--- config.mk ---
export PLATFORM = sky130hd
export DESIGN_NAME = i2c_adc_emu_flat
export DESIGN_NICKNAME = d
export VERILOG_FILES = /design/src/rtl/i2c_adc_emu_if.sv /design/src/rtl/i2c_adc_emu.sv /design/src/flat_wrapper.sv
export SDC_FILE = /design/constraint.sdc
export NUM_CORES = 1
export LEC_CHECK = 0
export ABC_CLOCK_PERIOD_IN_PS = 3850
export CAP_MARGIN = 20
export CORE_MARGIN = 5
export CORE_UTILIZATION = 58
export CTS_CLUSTER_SIZE = 20
export DETAILED_ROUTE_END_ITERATION = 8
export GPL_ROUTABILITY_DRIVEN = 1
export PLACE_DENSITY = 0.86
export SKIP_LAST_GASP = 1
export SYNTH_ARGS = -nofsm -noshare
export SYNTH_HDL_FRONTEND = slang
export SYNTH_SLANG_ARGS = --single-unit
export TNS_END_PERCENT = 50
--- constraint.sdc ---
create_clock -name clk_i -period 3.85 [get_ports clk_i]
set_input_delay 0.77 -clock clk_i [delete_from_list [all_inputs] [get_ports clk_i]]
set_output_delay 0.77 -clock clk_i [all_outputs]
set_load 0.01 [all_outputs]
--- src/rtl/i2c_adc_emu_if.sv ---
// ---------------------------------------------------------------------------
// i2c_adc_emu_if
// Two-wire bus bundle between an I2C master (or bus model) and the ADC
// emulator slave. SDA is open-drain: the slave never drives a level, it only
// requests a pull-down through sda_oe_o and the board/bench resolves the
// wired-AND onto sda_i.
//   scl_i    : bus clock as seen by the slave (asynchronous to the slave clock)
//   sda_i    : resolved bus data as seen by the slave (asynchronous)
//   sda_oe_o : 1 = slave pulls SDA low, 0 = slave releases SDA
// ---------------------------------------------------------------------------
interface i2c_adc_emu_if;
    logic scl_i;
    logic sda_i;
    logic sda_oe_o;

    modport master (output scl_i, output sda_i, input sda_oe_o);
    modport slave  (input scl_i, input sda_i, output sda_oe_o);
endinterface

--- src/rtl/i2c_adc_emu.sv ---
// ---------------------------------------------------------------------------
// i2c_adc_emu
// Emulates a small I2C ADC: a 2-bit register pointer selects a read-only
// conversion register (0), a config register (1) or two reserved registers
// (2, 3). Conversions are mocked by latching one of the ch_data_i samples
// after CONV_CYCLES clocks, either single-shot (OS bit) or continuously.
//   clk_i       : system clock, everything on its rising edge
//   rst_i       : synchronous active-high reset
//   bus         : I2C slave side (scl_i, sda_i in, sda_oe_o out)
//   ch_data_i   : mock sample per channel, channel k at [16k+15:16k]
//   cfg_o       : current config register
//   busy_o      : conversion in progress
//   conv_done_o : one-cycle pulse when the conversion register updates
// ---------------------------------------------------------------------------
module i2c_adc_emu #(
    parameter logic [6:0]  SLAVE_ADDR  = 7'h49,
    parameter int          N_CH        = 4,
    parameter int          CONV_CYCLES = 1000,
    parameter logic [15:0] CFG_RST     = 16'h8583
) (
    input  logic                clk_i,
    input  logic                rst_i,
    i2c_adc_emu_if.slave        bus,
    input  logic [16*N_CH-1:0]  ch_data_i,
    output logic [15:0]         cfg_o,
    output logic                busy_o,
    output logic                conv_done_o
);

    localparam int              CNT_W   = $clog2(CONV_CYCLES);
    localparam logic [CNT_W-1:0] CNT_MAX = CNT_W'(CONV_CYCLES - 1);

    typedef enum logic [3:0] {
        IDLE, ADDR, ACK_ADDR, PTR, ACK_PTR, WMSB, ACK_WMSB, WLSB, ACK_WLSB,
        RMSB, MACK_MSB, RLSB, MACK_LSB, WAIT_STOP
    } state_t;

    // Bus synchronisers and previous synchronised values for edge detection
    logic scl_s1, scl_s2, scl_d;
    logic sda_s1, sda_s2, sda_d;
    logic scl_rise, scl_fall, start_det, stop_det;

    state_t      state;
    logic [3:0]  bit_cnt;
    logic [7:0]  rx_sh;
    logic [6:0]  tx_sh;     // remaining bits of the byte being transmitted
    logic [7:0]  wmsb;
    logic [15:0] snap;      // read snapshot, frozen for the whole transaction
    logic [1:0]  ptr;
    logic        rw;
    logic        mack;      // SDA level seen in the master ACK slot
    logic        sda_oe;

    logic [15:0] conv_reg;
    logic [CNT_W-1:0] conv_cnt;
    logic [15:0] rd_val;
    logic [15:0] wdata;
    logic        commit_cfg;
    logic        next_single;
    logic        start_conv;
    logic        rx_state, cnt_state;

    // Sample of the channel selected by MUX=cfg[14:12]; channels that do
    // not exist read as zero.
    function automatic logic [15:0] sel_sample(input logic [15:0] cfg,
                                               input logic [16*N_CH-1:0] data);
        logic [1:0]  ch;
        logic [15:0] res;
        ch  = cfg[14] ? cfg[13:12] : 2'd0;
        res = 16'h0000;
        for (int k = 0; k < N_CH; k++) begin
            if (ch == k[1:0]) res = data[16*k +: 16];
        end
        return res;
    endfunction

    assign scl_rise  = scl_s2 & ~scl_d;
    assign scl_fall  = ~scl_s2 & scl_d;
    assign start_det = scl_s2 & scl_d & sda_d & ~sda_s2;
    assign stop_det  = scl_s2 & scl_d & ~sda_d & sda_s2;

    assign rx_state  = (state == ADDR) || (state == PTR) ||
                       (state == WMSB) || (state == WLSB);
    assign cnt_state = rx_state || (state == RMSB) || (state == RLSB);

    assign bus.sda_oe_o = sda_oe;

    always_comb begin
        rd_val = 16'h0000;
        case (ptr)
            2'd0:    rd_val = conv_reg;
            2'd1:    rd_val = {~busy_o, cfg_o[14:0]};
            default: rd_val = 16'h0000;
        endcase
    end

    // The data word commits on the SCL fall that ends the ACK of its LSB.
    // Only the config register is writable; other targets are ACKed and dropped.
    assign wdata      = {wmsb, rx_sh};
    assign commit_cfg = (state == ACK_WLSB) && scl_fall && (ptr == 2'd1);
    assign next_single = commit_cfg ? wdata[8] : cfg_o[8];
    assign start_conv = (commit_cfg && (wdata[15] || !wdata[8])) ||
                        (conv_done_o && !next_single);

    // Bus-side FSM
    always_ff @(posedge clk_i) begin
        if (rst_i) begin
            scl_s1  <= 1'b1;
            scl_s2  <= 1'b1;
            scl_d   <= 1'b1;
            sda_s1  <= 1'b1;
            sda_s2  <= 1'b1;
            sda_d   <= 1'b1;
            state   <= IDLE;
            bit_cnt <= 4'd0;
            rx_sh   <= 8'h00;
            tx_sh   <= 7'h00;
            wmsb    <= 8'h00;
            snap    <= 16'h0000;
            ptr     <= 2'd0;
            rw      <= 1'b0;
            mack    <= 1'b1;
            sda_oe  <= 1'b0;
        end else begin
            scl_s1 <= bus.scl_i;
            scl_s2 <= scl_s1;
            scl_d  <= scl_s2;
            sda_s1 <= bus.sda_i;
            sda_s2 <= sda_s1;
            sda_d  <= sda_s2;

            if (start_det) begin
                state   <= ADDR;
                bit_cnt <= 4'd0;
                sda_oe  <= 1'b0;
            end else if (stop_det) begin
                state  <= IDLE;
                sda_oe <= 1'b0;
            end else begin
                if (scl_rise && cnt_state) bit_cnt <= bit_cnt + 4'd1;
                if (scl_rise && rx_state)  rx_sh   <= {rx_sh[6:0], sda_s2};

                case (state)
                    ADDR: if (scl_fall && bit_cnt == 4'd8) begin
                        bit_cnt <= 4'd0;
                        if (rx_sh[7:1] == SLAVE_ADDR) begin
                            rw     <= rx_sh[0];
                            sda_oe <= 1'b1;
                            state  <= ACK_ADDR;
                        end else begin
                            state <= WAIT_STOP;
                        end
                    end
                    ACK_ADDR: if (scl_fall) begin
                        bit_cnt <= 4'd0;
                        if (rw) begin
                            snap   <= rd_val;
                            tx_sh  <= rd_val[14:8];
                            sda_oe <= ~rd_val[15];
                            state  <= RMSB;
                        end else begin
                            sda_oe <= 1'b0;
                            state  <= PTR;
                        end
                    end
                    PTR: if (scl_fall && bit_cnt == 4'd8) begin
                        bit_cnt <= 4'd0;
                        sda_oe  <= 1'b1;
                        state   <= ACK_PTR;
                    end
                    ACK_PTR: if (scl_fall) begin
                        ptr    <= rx_sh[1:0];
                        sda_oe <= 1'b0;
                        state  <= WMSB;
                    end
                    WMSB: if (scl_fall && bit_cnt == 4'd8) begin
                        bit_cnt <= 4'd0;
                        wmsb    <= rx_sh;
                        sda_oe  <= 1'b1;
                        state   <= ACK_WMSB;
                    end
                    ACK_WMSB: if (scl_fall) begin
                        sda_oe <= 1'b0;
                        state  <= WLSB;
                    end
                    WLSB: if (scl_fall && bit_cnt == 4'd8) begin
                        bit_cnt <= 4'd0;
                        sda_oe  <= 1'b1;
                        state   <= ACK_WLSB;
                    end
                    ACK_WLSB: if (scl_fall) begin
                        sda_oe <= 1'b0;
                        state  <= WAIT_STOP;
                    end
                    RMSB, RLSB: if (scl_fall) begin
                        if (bit_cnt == 4'd8) begin
                            bit_cnt <= 4'd0;
                            sda_oe  <= 1'b0;
                            state   <= (state == RMSB) ? MACK_MSB : MACK_LSB;
                        end else begin
                            sda_oe <= ~tx_sh[6];
                            tx_sh  <= {tx_sh[5:0], 1'b0};
                        end
                    end
                    MACK_MSB, MACK_LSB: begin
                        if (scl_rise) mack <= sda_s2;
                        if (scl_fall) begin
                            bit_cnt <= 4'd0;
                            if (!mack) begin
                                // Master ACK: keep streaming the same snapshot
                                if (state == MACK_MSB) begin
                                    tx_sh  <= snap[6:0];
                                    sda_oe <= ~snap[7];
                                    state  <= RLSB;
                                end else begin
                                    tx_sh  <= snap[14:8];
                                    sda_oe <= ~snap[15];
                                    state  <= RMSB;
                                end
                            end else begin
                                sda_oe <= 1'b0;
                                state  <= WAIT_STOP;
                            end
                        end
                    end
                    IDLE, WAIT_STOP: ;
                    default: state <= IDLE;
                endcase
            end
        end
    end

    // Config register and conversion engine
    always_ff @(posedge clk_i) begin
        if (rst_i) begin
            cfg_o       <= CFG_RST;
            busy_o      <= 1'b0;
            conv_done_o <= 1'b0;
            conv_cnt    <= '0;
            conv_reg    <= 16'h0000;
        end else begin
            conv_done_o <= 1'b0;
            // OS is an action bit: it is never kept in the stored register
            if (commit_cfg) cfg_o <= {1'b0, wdata[14:0]};

            if (busy_o) begin
                if (conv_cnt == '0) begin
                    conv_reg    <= sel_sample(cfg_o, ch_data_i);
                    conv_done_o <= 1'b1;
                    busy_o      <= 1'b0;
                end else begin
                    conv_cnt <= conv_cnt - 1'b1;
                end
            end else if (start_conv) begin
                busy_o   <= 1'b1;
                conv_cnt <= CNT_MAX;
            end
        end
    end

endmodule

--- src/flat_wrapper.sv ---
// flat-port wrapper written by rule: the top's interface ports become plain ports
module i2c_adc_emu_flat 
#(
    parameter logic [6:0]  SLAVE_ADDR  = 7'h49,
    parameter int          N_CH        = 4,
    parameter int          CONV_CYCLES = 1000,
    parameter logic [15:0] CFG_RST     = 16'h8583
)
  (clk_i, rst_i, ch_data_i, cfg_o, busy_o, conv_done_o, bus_scl_i, bus_sda_i, bus_sda_oe_o);
  i2c_adc_emu_if bus_i ();
  input  logic clk_i;
  input  logic rst_i;
  input  logic [16*N_CH-1:0] ch_data_i;
  output logic [15:0] cfg_o;
  output logic busy_o;
  output logic conv_done_o;
  input wire logic [$bits(bus_i.scl_i)-1:0] bus_scl_i;
  input wire logic [$bits(bus_i.sda_i)-1:0] bus_sda_i;
  output wire logic [$bits(bus_i.sda_oe_o)-1:0] bus_sda_oe_o;
  assign bus_i.scl_i = bus_scl_i;
  assign bus_i.sda_i = bus_sda_i;
  assign bus_sda_oe_o = bus_i.sda_oe_o;
  i2c_adc_emu #(.SLAVE_ADDR(SLAVE_ADDR), .N_CH(N_CH), .CONV_CYCLES(CONV_CYCLES), .CFG_RST(CFG_RST)) u_core (.clk_i(clk_i), .rst_i(rst_i), .bus(bus_i), .ch_data_i(ch_data_i), .cfg_o(cfg_o), .busy_o(busy_o), .conv_done_o(conv_done_o));
endmodule
==> impl_metrics.toml, run 1 <==
[run_status]
outcome = "completed"

[global_routing]
top_usage_layer = "met2"
grt.met3_usage_pct = 4.58
grt_pass1_wl_um = 21800
grt_max_degree = 80
antenna_found_initial = 0
use_met1_pct = 30.4
grt_overflow_total = 0
gr-usage-met2_pct = 38.3
grt_pass1_vias = 4689
grtUsageTotal_pct = 23.1

[worst_hold_path]
min_from = "u_core.scl_s1"
hold_class = "register to register"

[layout]
fin_nets = 787
drive_gt1_share_pct = 6.24
syn_to_final_growth_pct = 18.3
fin_util_pct = 69.9
num_antenna_cells = 0
final_cells = 832

[clock_network]
cts_sinks = 102
cts_tree = "done"
clkTransAtPathRegs_ns = 0.09
htreeDepth = 3
post-cts-setup-buffer-count = 0
cts-root-buf = "clkbuf_8"
clock_path_buffers = 2
clk-insertion-delay-late_ns = 0.38
postCtsHoldBufs = 0
cts_buffers = 9
cts_resized = 0

[timing]
rsz0062_at_grt = "false"
fin_tns_setup_ns = 0
finalSetupViolCount = 0
period_needed_ns = 2.55
hold_violations = 0
slew_violations = 0
skew_ns = 0.0146
worstMarginPinSlew_ns = 0.955
period_share_pct = 66.3
slew_headroom_pct = 36.2
fmax_mhz = 392
worst_slack_ns = 1.30

[synthesis]
synthArstFlopShare_pct = 0
synthesis.nets = 737
syn_area_per_cell_sq_um = 8.12
ys_seq_area_share_pct = 37.8
synth_edf_count = 0
yosys_warnings = 0
ys_ff_latch = 102
ys.flop_type = "dfxtp_1"
syn_inst = 666
synth.distinct_cells = 66
syn_area_sq_um = 5410

[route]
routed_via_density = 5.98
dr.pass1.iters = 5
wl_um = 13100
vias = 4972
wl_per_cell_um = 15.7
initialDrtViolationCount = 352
drc = 0
drtAntennaViolNets = 0

[floorplan]
die_x_um = 107
initial_core_util_pct = 59.1
die_area_sq_um = 11400
die_h_um = 107
num_rows = 35
coreArea_sq_um = 9150
io_pins = 87

[place]
place_inst = 816
place_hpwl_um = 9380
port_buffers = 86
place.gp.congestion = 0.905
pre_cts_ws_ns = 1.59

[critical_path]
end_kind = "output pin"
path_class = "register to output pin"
reg2reg_slack_ns = 1.52
cp-startpoint = "u_core.cfg_o[13]"
r2r-start = "u_core.state[1]"
required_ns = 3.08
arrival_ns = 1.78
cp_max_fo = 51
start_kind = "register"

[pwr]
ir_drop_uv = 197
leakagePower_nw = 2.21
fin_total_pwr_mw = 1.85
p_per_area_nw_per_um2 = 289

[run]
cap_violations = 0
-- final timing paths --
path	end	cells past startpoint
max	cfg_o[13]	2
min	u_core.scl_s2	1
max reg2reg	u_core.tx_sh[6]	5
min reg2reg	u_core.scl_s2	1
-- power breakdown --
part | internal [mW] | switching (mW)
clock network | 0.250 | 0.394
registers | 1.06 | 0.00802
logic | 0.0856 | 0.0546
total | 1.39 | 0.456
-- layout by cell type (no fill, tap or decap), types with 4 or more instances in the layout --
cell / netlist / layout
nand2_1: 58 / 58
a211oi_1: 28 / 28
nor2_1: 105 / 105
nor3_1: 16 / 16
nand3_1: 19 / 19
a221oi_1: 7 / 7
or2_2: 7 / 7
a22oi_1: 7 / 7
clkbuf_8: 0 / 9
dfxtp_1: 102 / 101
buf_4: 2 / 8
a311oi_1: 4 / 4
inv_6: 0 / 4
inv_1: 24 / 24
a21oi_1: 43 / 43
nand2b_1: 10 / 10
nor2b_1: 7 / 7
mux2i_1: 56 / 56
o21ai_0: 17 / 17
a31oi_1: 18 / 18
o221ai_1: 18 / 18
clkdlybuf4s50_1: 0 / 85
-- metrics by stage --
step | cell area [sq um] | hold slack [ns]
floorplan | 5410 | 0.389
global placement | 6210 | 0.393
detailed placement | 6210 | 0.394
CTS | 6400 | 0.417
global route | 6400 | 0.433
finish | 6400 | 0.414
-- Yosys cell counts, types with 2 or more instances --
library cell | count | area share [%]
nor2_1 | 105 | 7.3
dfxtp_1 | 102 | 38
nand2_1 | 58 | 4.0
mux2i_1 | 56 | 10
a21oi_1 | 43 | 4.0
clkbuf_1 | 34 | 2.4
a211oi_1 | 28 | 3.9
inv_1 | 24 | 1.7
nand3_1 | 19 | 1.8
a31oi_1 | 18 | 2.1
o221ai_1 | 18 | 2.9
o21ai_0 | 17 | 1.6
nor3_1 | 16 | 1.5
buf_2 | 15 | 1.4
nand2b_1 | 10 | 1.2
a221oi_1 | 7 | 1.1
a22oi_1 | 7 | 0.97
nor2b_1 | 7 | 0.81
or2_2 | 7 | 0.81
a311oi_1 | 4 | 0.65
a21o_1 | 3 | 0.42
and2_1 | 3 | 0.35
buf_6 | 3 | 0.62
ha_1 | 3 | 0.69
nand4_1 | 3 | 0.35
nor3b_1 | 3 | 0.42
nor4_1 | 3 | 0.35
xor2_1 | 3 | 0.49
and3b_1 | 2 | 0.32
and4b_1 | 2 | 0.37
buf_4 | 2 | 0.28
nand4b_1 | 2 | 0.32
nor4b_1 | 2 | 0.32
o31ai_1 | 2 | 0.28
or3_1 | 2 | 0.23
or3b_1 | 2 | 0.32
xnor2_1 | 2 | 0.32
-- metal layers --
layer	wire length (um)	up-vias
met1	5750	2307
li1	-	2481
met4	184	0
met5	0	-
met3	719	18
met2	6440	166
-- critical path, cell delays in order (launching register included) --
cell and delay, ns:
dfxtp_2 0.32, buf_4 0.44, clkdlybuf4s50_1 0.65
-- cell type report --
class                           count  area [sq um]
Fill cell                         710          2760
Clock buffer                        9           124
Clock inverter                      7          62.6
Inverter                           25          93.8
Multi-Input combinational cell    484          3020
Sequential cell                   102          2040
Timing Repair Buffer               94           916
Tap cell                          111           139
-- cells by family (layout without fill, tap and decap cells) --
kind of cell | Yosys count | count (layout) | synth area share [%]
AND/OR/NAND/NOR | 260 | 260 | 23.5
AO/OA/AOI/OAI | 159 | 159 | 20.2
flip-flops | 102 | 102 | 37.8
buffers and inverters | 80 | 135 | 6.45
multiplexers | 57 | 57 | 10.6
XOR/XNOR | 5 | 5 | 0.810
adder cells (fa/ha/maj) | 3 | 3 | 0.694
Power figures use the tool's default switching activity.
==> run 2: changes to the inputs <==
ABC_CLOCK_PERIOD_IN_PS = 2150   (was 3850)
CORE_UTILIZATION = 49   (was 58)
PLACE_DENSITY = 0.77   (was 0.86)
clock period = 2.15 ns   (was 3.85 ns; I/O delays follow)
==> run 2 against run 1 <==
Compared with the run above:
- final cell count increased by 6.3%
- non-clock buffer count is 23 higher
- worst setup slack worse by 1.2 ns
- die area is 17% higher
- via count rose by 1.5%
- register-to-register slack got worse by 1.4 ns
- sequential share of layout area fell by 1.3 points
==> impl_metrics.toml, run 2 (synthesized netlist as in run 1, its figures left out) <==
[timing]
skew_ns = 0.0134
fmax_mhz = 488
hold_violations = 0
period_share_pct = 95.3
fin_hold_ws_ns = 0.418
rsz0062_at_grt = "true"
fin_tns_setup_ns = 0
worstMarginPinSlew_ns = 0.609
finalSetupViolCount = 0
slew_violations = 0
slew_headroom_pct = 59.4
period_needed_ns = 2.05

[global_routing]
grt_max_degree = 88
grt_pass1_wl_um = 23300
antenna_found_initial = 0
grt_overflow_total = 0
grt_pass1_vias = 4879
grtUsageTotal_pct = 21.7

[clock_network]
postCtsHoldBufs = 0
cts_resized = 0
cts_sinks = 102
htreeDepth = 3
clock_path_buffers = 2
cts-root-buf = "clkbuf_8"
cts_tree = "done"
cts_buffers = 9
clkTransAtPathRegs_ns = 0.11
clk-insertion-delay-late_ns = 0.39

[layout]
drive_gt1_share_pct = 9.14
syn_to_final_growth_pct = 23.3
fin_util_pct = 61.5
final_cell_mix = "105 x nor2_1, 101 x dfxtp_1, 85 x clkdlybuf4s50_1"
final_common_cell = "nor2_1"
num_antenna_cells = 0
fin_nets = 810
final_cells = 884

[floorplan]
io_pins = 87
die_x_um = 115
die_area_sq_um = 13200
coreArea_sq_um = 10800
num_rows = 38
die_h_um = 115
initial_core_util_pct = 49.9

[pwr]
leakagePower_nw = 2.35
ir_drop_uv = 408
p_per_area_nw_per_um2 = 520

[critical_path]
reg2reg_depth = 5
path_class = "register to register"
cp_max_fo = 17
reg2reg_slack_ns = 0.10
r2r-start = "u_core.state[2]"
end_kind = "register"
required_ns = 2.42
start_kind = "register"
worstReg2RegEnd = "u_core.conv_cnt[8]"
arrival_ns = 2.32

[route]
wl_um = 14100
wl_per_cell_um = 16.0
drtAntennaViolNets = 0
dr.pass1.iters = 5
initialDrtViolationCount = 387
drc = 0
vias = 5045
routed_via_density = 5.71

[place]
port_buffers = 86
place_hpwl_um = 10400
place.gp.congestion = 0.954
place_inst = 867

[worst_hold_path]
min_from = "u_core.scl_s1"
min_to = "u_core.scl_s2"
hold_path_depth = 1
hold_class = "register to register"

[run]
cap_violations = 0

[run_status]
outcome = "completed"
==> run 2: cell types whose count changed in the layout (fill, tap and decap cells not counted), sizes merged <==
| cell | before | now |
|---|---|---|
| buf | 9 | 32 |
| bufinv | 0 | 1 |
| clkinvlp | 1 | 2 |
| inv | 29 | 27 |
==> run 2: how the worst max path moves through the flow <==
stage / from / endpoint / slack, ns / cells past startpoint
6_report: u_core.state[2] / u_core.conv_cnt[8] / 0.10 / 5
5_1_grt: u_core.state[2] / u_core.bus.sda_oe_o / -0.02 / 7
4_1_cts: u_core.state[2] / u_core.tx_sh[0] / 0.06 / 5
3_5_place_dp: u_core.state[2] / u_core.tx_sh[3] / 0.13 / 5
3_3_place_gp: u_core.state[2] / u_core.bus.sda_oe_o / 0.22 / 7
2_1_floorplan: u_core.conv_cnt[0] / u_core.conv_cnt[8] / 0.44 / 6
==> run 2: power by group <==
part	switching, mW	total (mW)	internal, mW	leakage [nW]
clock network	0.729	1.29	0.563	0.101
registers	0.0107	1.91	1.89	0.823
logic	0.109	0.272	0.163	1.43
total	0.849	3.47	2.62	2.35
==> run 2: what timing repair did <==
action                                  CTS  global route
endpoints found under the hold margin     0             0
buffers inserted                          0             1
endpoints found under the setup margin    0             8
==> run 2: cell type report <==
class                           instances  area [sq um]
Fill cell                             943          4170
Clock buffer                            9           124
Tap cell                              140           175
Multi-Input combinational cell        484          3020
Inverter                               25          93.8
Clock inverter                          7          90.1
Sequential cell                       102          2040
Timing Repair Buffer                  117          1130
==> run 2: layer usage <==
| layer | track usage [%] | part of all wire, % |
|---|---|---|
| met5 | 0 | 0 |
| met4 | 8.61 | 2.3 |
| met3 | 5.11 | 6.9 |
| met2 | 36.7 | 47 |
| met1 | 26.6 | 44 |
==> run 2: metrics by stage <==
stage	instance area, sq um	total power, mW	setup WS (ns)
6_report	6670	3.47	0.100
5_1_grt	6670	3.59	-0.0196
4_1_cts	6650	3.50	0.0587
3_5_place_dp	6440	2.22	0.134
3_3_place_gp	6440	2.21	0.223
2_1_floorplan	5410	2.06	0.440
==> run 2: worst max-delay path, cell delays in order, from the launching register on <==
cell	delay, ns
dfxtp_1	0.72
and4bb_2	0.31
a21oi_1	0.29
nor3_2	0.14
o41ai_1	0.34
a21oi_1	0.11
==> run 3: changes to the inputs <==
SLEW_MARGIN = 20   (was unset)
==> results of run 3 <==
No change in the layout: final DEF, timing and power equal those of run 2.
